<file path="config.mk">
export PLATFORM = sky130hd
export DESIGN_NAME = sat_counter
export DESIGN_NICKNAME = d
export VERILOG_FILES = /design/src/rtl/sat_counter.sv
export SDC_FILE = /design/constraint.sdc
export NUM_CORES = 1
export LEC_CHECK = 0
export ABC_AREA = 1
export ABC_CLOCK_PERIOD_IN_PS = 1200
export BUFFER_PORTS_ARGS = -buffer_cell sky130_fd_sc_hd__buf_2
export CORE_AREA = 2 2 39 41
export CTS_BUF_LIST = sky130_fd_sc_hd__clkbuf_8
export CTS_CLUSTER_DIAMETER = 150
export DETAILED_ROUTE_END_ITERATION = 16
export DIE_AREA = 0 0 41 43
export SLEW_MARGIN = 20
export SYNTH_ARGS = -nofsm -noshare
export SYNTH_HDL_FRONTEND = slang
export SYNTH_SLANG_ARGS = --single-unit
export TNS_END_PERCENT = 100
</file>
<file path="constraint.sdc">
create_clock -name clk -period 1.2 [get_ports clk]
set_input_delay 0.06 -clock clk [delete_from_list [all_inputs] [get_ports clk]]
set_output_delay 0.06 -clock clk [all_outputs]
set_load 0.01 [all_outputs]
</file>
<file path="src/rtl/sat_counter.sv">
// Parameterized-width saturating up-counter with synchronous clear.
module sat_counter #(
  parameter int unsigned W = 8
) (
  input  logic         clk,
  input  logic         rst,
  input  logic         clr,
  input  logic         inc,
  output logic [W-1:0] cnt
);

  always_ff @(posedge clk) begin
    if (rst || clr) begin
      cnt <= '0;
    end else if (inc && (cnt != {W{1'b1}})) begin
      cnt <= cnt + W'(1);
    end
  end

endmodule

</file>
# Yosys cells after proc, flatten, opt, wreduce, memory -nomap -nowiden
# Cells that the tools add are included.
# totals
ff_bits,8
# op_classes
n_addsub,1
n_eq_ne,1
n_reduce_logical,2
# op_table
op,n
$add A8 B1 Y8 const B,1
$ne A8 B8 Y1 const B,1
$logic_and A1 B1 Y1,1
$logic_or A1 B1 Y1,1

# Depth between registers and ports, before layout
# Gate-level depths: netlist (run 1).
# logic_depth
ltp_word,2
depth_mapped,8
ltp_nobuf,8

# Least setup slack after synthesis (run 1)
# Ideal clock, no wire load.
# synth_timing
path_kind,flip-flop to flip-flop
start,register cnt[0]
end,register cnt[5]
arrival_ps,1149
required_time_ps,1085
slack_ps,-64
path_stages_with_launch,8
period_less_slack_ps,1264
path_cell_list,dfxtp_1 -> ha_1 -> nand2_1 -> nor2_1 -> nand2_2 -> buf_6 -> a21oi_1 -> nor2_1
# synth_between
elab_chain_len,2
word_cells_on_any_way,3
classes_between,add/sub (1); eq/ne (1); reduce/logical (1)
# synth_rtl
item,line_no,text
"start, declared",9,output logic [W-1:0] cnt
"start signal, assigned",16,cnt <= cnt + W'(1);
branches (longest 2 deep; another with $add A8 B1 Y8),-,
# Several ways; the timed one is not identified.
# A chain may end at the register's enable or synchronous reset.

# Final worst setup path (run 1)
# layout_timing
start,register cnt[1]
end,register cnt[3]
# The elaborated chain is that of the path after synthesis.

==> results of run 1 <==
routing by layer:
| metal | vias to the layer above | global-route usage |
|---|---|---|
| met4 | 0 | 0.100 |
| met2 | 15 | 0.150 |
| li1 | 251 | - |
| met5 | - | 0 |
| met3 | 4 | 0.0471 |
| met1 | 206 | 0.136 |
critical path, cell delays in order, from the launching register on:
cell and delay (ns):
dfxtp_2 0.34, ha_4 0.15, nand2_4 0.06, nor2_4 0.16, nand2_4 0.10, nand2_2 0.10, nand2_2 0.04, nand2_1 0.05
nor2_1 0.04
Yosys cell counts:
library cell  count  area share
inv_1             6       0.050
clkinv_1          1      0.0084
nand2_1          20        0.17
a31oi_1           1       0.014
nor2_2            1       0.014
buf_6             1       0.025
nand3b_2          1       0.025
inv_2             1      0.0084
nor2_1           13        0.11
nor2_8            1       0.045
a21oi_1           5       0.056
nor3_1            1       0.011
nand3_2           1       0.022
nand2_2           1       0.014
dfxtp_1           8        0.36
ha_1              1       0.028
nand3_1           4       0.045
area by class of cell:
class / instances / area share
Clock buffer: 3 / 0.0618
Inverter: 8 / 0.0449
Multi-Input combinational cell: 51 / 0.468
Sequential cell: 8 / 0.245
Tap cell: 16 / 0.0300
Timing Repair Buffer: 17 / 0.150
repair_timing:
item | CTS | global route
setup endpoints to repair | 0 | 6
setup buffers | 0 | 1
gates resized for setup | 0 | 16
hold endpoints to repair | 0 | 0
how the worst max path moves through the flow:
stage / start / end / slack [ns]
after detailed placement: cnt[0]$_SDFFE_PP0P_ / cnt[3]$_SDFFE_PP0P_ / 0.02
after global routing: cnt[1]$_SDFFE_PP0P_ / cnt[3]$_SDFFE_PP0P_ / -0.01
after global placement: cnt[1]$_SDFFE_PP0P_ / cnt[3]$_SDFFE_PP0P_ / 0.04
after floorplan: cnt[0]$_SDFFE_PP0P_ / cnt[5]$_SDFFE_PP0P_ / 0.003
final: cnt[1]$_SDFFE_PP0P_ / cnt[3]$_SDFFE_PP0P_ / 0.06
after CTS: cnt[0]$_SDFFE_PP0P_ / cnt[3]$_SDFFE_PP0P_ / 0.0009
power groups by stage:
stage	logic, mW	registers [mW]	clock network, mW
after detailed placement	0.0434	0.277	0
after global placement	0.0428	0.277	0
after global routing	0.0509	0.274	0.346
after CTS	0.0437	0.272	0.329
after floorplan	0.0190	0.280	0
final	0.0465	0.274	0.328
through the flow:
| stage | TNS (ns) | cell area [sq um] |
|---|---|---|
| 6_report | 0 | 668 |
| 5_1_grt | -0.0193 | 668 |
| 4_1_cts | 0 | 593 |
| 3_5_place_dp | 0 | 552 |
| 3_3_place_gp | 0 | 552 |
| 2_1_floorplan | 0 | 450 |
cells by family (layout without fill, tap and decap cells):
| group | after synthesis | count (layout) | synth area share |
|---|---|---|---|
| AOI/OAI and AO/OA | 6 | 6 | 0.0698 |
| adders and majority gates | 1 | 1 | 0.0279 |
| and+or+nand+nor | 43 | 44 | 0.453 |
| DFF | 8 | 8 | 0.358 |
| buffers and inverters | 9 | 28 | 0.0922 |
==> run metrics, run 1 <==
Hold Crit Class=primary input to register; HP Start=rst; DR WL met2=528 um; via count=476; syn avg cell area=6.69 sq um; Worst-path clk slew=0.04 ns; post-synthesis sequential area ratio=0.358; metal3 WL=49 um; clock share of power=0.506; Mapped Area=448 sq um; DR WL/cell=10.3 um; # setup viols final=0; Max Clock Skew=0.00390 ns; Final min period=1.14 ns; M1 WL=454 um; Max-cap violations=0; Slew HR=0.871; H-tree levels=1; RSZ-0062 raised after global routing=true; 1st-iter DRT viols=5; leakage power total=0.352 nW; switching power=0.138 mW; Regs by FF count=cnt (8); status=finished clean; flops & latches, synth=8; Routed WL=1070 um; Die Area=1760 sq um; CTS Hold Bufs=0; Die Wd=41 um; Biggest register=cnt; core region area=1380 sq um; Worst-Margin Slew=0.192 ns; final-stage net count=94; commonest cells after routing, fill and taps aside=nand2_1, nor2_1, buf_2; fin. max-slew vios=0; TritonCTS clock tree=built; R2R cell count=8; Hold Violations, Final=0; Hold EP=cnt[1]$_SDFFE_PP0P_; Root Driver=clkbuf_8; Antenna diodes=0; synthesis-to-finish area growth=49.2%; crit share post-route=0.951; CP Max Fanout=6; TritonRoute pass-1 iters=4; post-DP HPWL=686 um; arrival time worst endpoint=1.26 ns; area of the multi-input gates=313 sq um; cell internal pwr=0.510 mW; Comb pwr share=0.072; # placed instances=98; worst setup margin=0.0589 ns; Ports=12; FMAX=876 MHz; max FFs per register=8; clk sinks=8; clk_lat worst skew=0.23 ns; sw frac=0.213; largest net degree at the start of global routing=12; I/O Buffers=11; Pwr per Cell Area=971 nW/um^2; maximum clock path buffer count=2; commonest non-fill, non-tap cell in the layout=nand2_1; CP endpoint kind=register; Cells after Synth=67; first-pass GRT wire length=1280 um; startpoint types=register; RePlAce Congestion=0.749; FILL cells=140; All-Layer GR Usage=0.115; initial antenna violation count=0; GR Overflow Total=0; DRC Markers=0; synth warn=0; pre-CTS setup slack=0.0184 ns; TritonCTS Buffers=3; Crit Path Class=register to register; post-route ant nets=0; Hold Path Depth=4; worst vdd ir=0.402 mV; RR Startpoint=cnt[1]$_SDFFE_PP0P_; Crit Reg-Reg Endpoint=cnt[3]$_SDFFE_PP0P_; max layer used=met4; Sequential Power Share=0.422; Core Util, Final=0.483; R2R Setup Slk=0.06 ns; Via density=4.62; Seq. cell area=164 sq um; Syn Nets=72; Cell variety after synth=17; die height=43 um; Starting Density=0.324; Non-Filler Instances=103; Pwr Total=0.649 mW; floorplan row count=14; data required time at the worst endpoint=1.32 ns; final hold slack=0.139 ns; number of global-route vias before repair=340; layout cells sized above 1=0.437
No activity file was read; power rests on OpenSTA's default activity.
==> run 2: changes to the inputs <==
--- a/config.mk
+++ b/config.mk
@@ -13,6 +13,8 @@
 export CTS_CLUSTER_DIAMETER = 150
 export DETAILED_ROUTE_END_ITERATION = 16
 export DIE_AREA = 0 0 41 43
+export REMOVE_ABC_BUFFERS = 1
+export SETUP_SLACK_MARGIN = 0.2
 export SLEW_MARGIN = 20
 export SYNTH_ARGS = -nofsm -noshare
 export SYNTH_HDL_FRONTEND = slang
==> run 2 against run 1 <==
Effect of this change:
- wire length up 5.3%
- non-clock buffer count is 1 higher
- highest routed layer is now met3
- setup slack improved by 0.0042 ns
- final cell count is 0.97% higher
- first-iteration DRC count increased by 120%
- sequential share of layout area fell by 1.2 points
- die area is the same
- flip-flop and latch count did not move
- maximum frequency grew 0.37%
- register-to-register slack is essentially flat
==> run metrics, run 2 (synthesis results as in run 1) <==
status=finished clean; max FFs per register=8; Root Driver=clkbuf_8; R2R Setup Slk=0.06 ns; Max-cap violations=0; FMAX=880 MHz; die height=43 um; TritonCTS Buffers=3; leakage power total=0.394 nW; CTS Hold Bufs=0; Antenna diodes=0; Pwr per Cell Area=911 nW/um^2; Die Wd=41 um; Final min period=1.14 ns; clk sinks=8; post-DP HPWL=670 um; Routed WL=1120 um; commonest non-fill, non-tap cell in the layout=nand2_1; crit share post-route=0.947; floorplan row count=14; via count=486; initial antenna violation count=0; data required time at the worst endpoint=1.32 ns; Crit Path Class=register to register; All-Layer GR Usage=0.146; worst vdd ir=0.611 mV; 1st-iter DRT viols=11; I/O Buffers=11; DRC Markers=0; largest net degree at the start of global routing=9; setup TNS=0 ns; final-stage net count=95; CP Max Fanout=6; Pwr Total=0.651 mW; Max Clock Skew=0.00509 ns; fin. max-slew vios=0; first-pass GRT wire length=1760 um; Ports=12; post-route ant nets=0; RSZ-0062 raised after global routing=true; worst setup margin=0.0631 ns; core region area=1380 sq um; area of the multi-input gates=333 sq um; FILL cells=124; maximum clock path buffer count=2; CP endpoint kind=register; number of global-route vias before repair=450; H-tree levels=1; Worst-path clk slew=0.04 ns; TritonRoute pass-1 iters=4; Biggest register=cnt; clk_lat worst skew=0.23 ns; GR Overflow Total=0; arrival time worst endpoint=1.25 ns; TritonCTS clock tree=built; final hold slack=0.144 ns; # setup viols final=0; Seq. cell area=166 sq um; startpoint types=register; DR WL/cell=10.8 um; Starting Density=0.324; commonest cells after routing, fill and taps aside=nand2_1, nor2_1, buf_2; Core Util, Final=0.516; Regs by FF count=cnt (8); RePlAce Congestion=0.709; pre-CTS setup slack=-0.0150 ns; layout cells sized above 1=0.511; Worst-Margin Slew=0.209 ns; Die Area=1760 sq um; Slew HR=0.860; Hold Violations, Final=0; Hold Crit Class=primary input to register; synthesis-to-finish area growth=59.5%; Via density=4.67
[run 2: worst max-delay path, stage by stage, from the launching register on]
cell	delay, ns
dfxtp_2	0.35
ha_4	0.15
nand2_4	0.06
nor2_4	0.14
nand2_4	0.10
nand2_2	0.08
nand2_1	0.05
nand2_1	0.05
nor2_1	0.04
[run 2: cell type report]
class	count	area share
multi-input cells	51	0.466
flip-flops and latches	8	0.233
repair buffers	18	0.170
clock buffers	3	0.0578
inverters	8	0.0455
well taps	16	0.0280
[run 2: worst paths after layout]
path | start | end | cells after the start
setup / recovery | cnt[1]$_SDFFE_PP0P_ | cnt[3]$_SDFFE_PP0P_ | 8
hold / removal | rst | cnt[0]$_SDFFE_PP0P_ | 4
setup reg to reg | cnt[1]$_SDFFE_PP0P_ | cnt[3]$_SDFFE_PP0P_ | 8
hold reg to reg | cnt[6]$_SDFFE_PP0P_ | cnt[6]$_SDFFE_PP0P_ | 2
[run 2: layer usage]
layer,vias to the layer above,routed length [um],GRT usage
met2,11,595,0.216
met4,0,0,0.0400
met5,-,0,0
li1,253,-,-
met1,222,485,0.188
met3,0,41,0.0628
[run 2: per-stage QoR]
step,std cells,instance area (sq um)
3_3_place_gp,98,549
6_report,104,714
4_1_cts,104,672
3_5_place_dp,98,549
2_1_floorplan,66,437
5_1_grt,104,714
[run 2: what timing repair did]
| action | 4_1_cts | 5_1_grt |
|---|---|---|
| setup buffers | 2 | 0 |
| pin swaps | 4 | 7 |
| gates resized for setup | 20 | 11 |
| hold endpoints to repair | 0 | 0 |
| cloned | 1 | 0 |
| endpoints found under the setup margin | 8 | 9 |
[run 2: report_power, final]
group	internal, mW	switching, mW
sequential	0.269	0.00380
combinational	0.0289	0.0271
clock	0.217	0.105
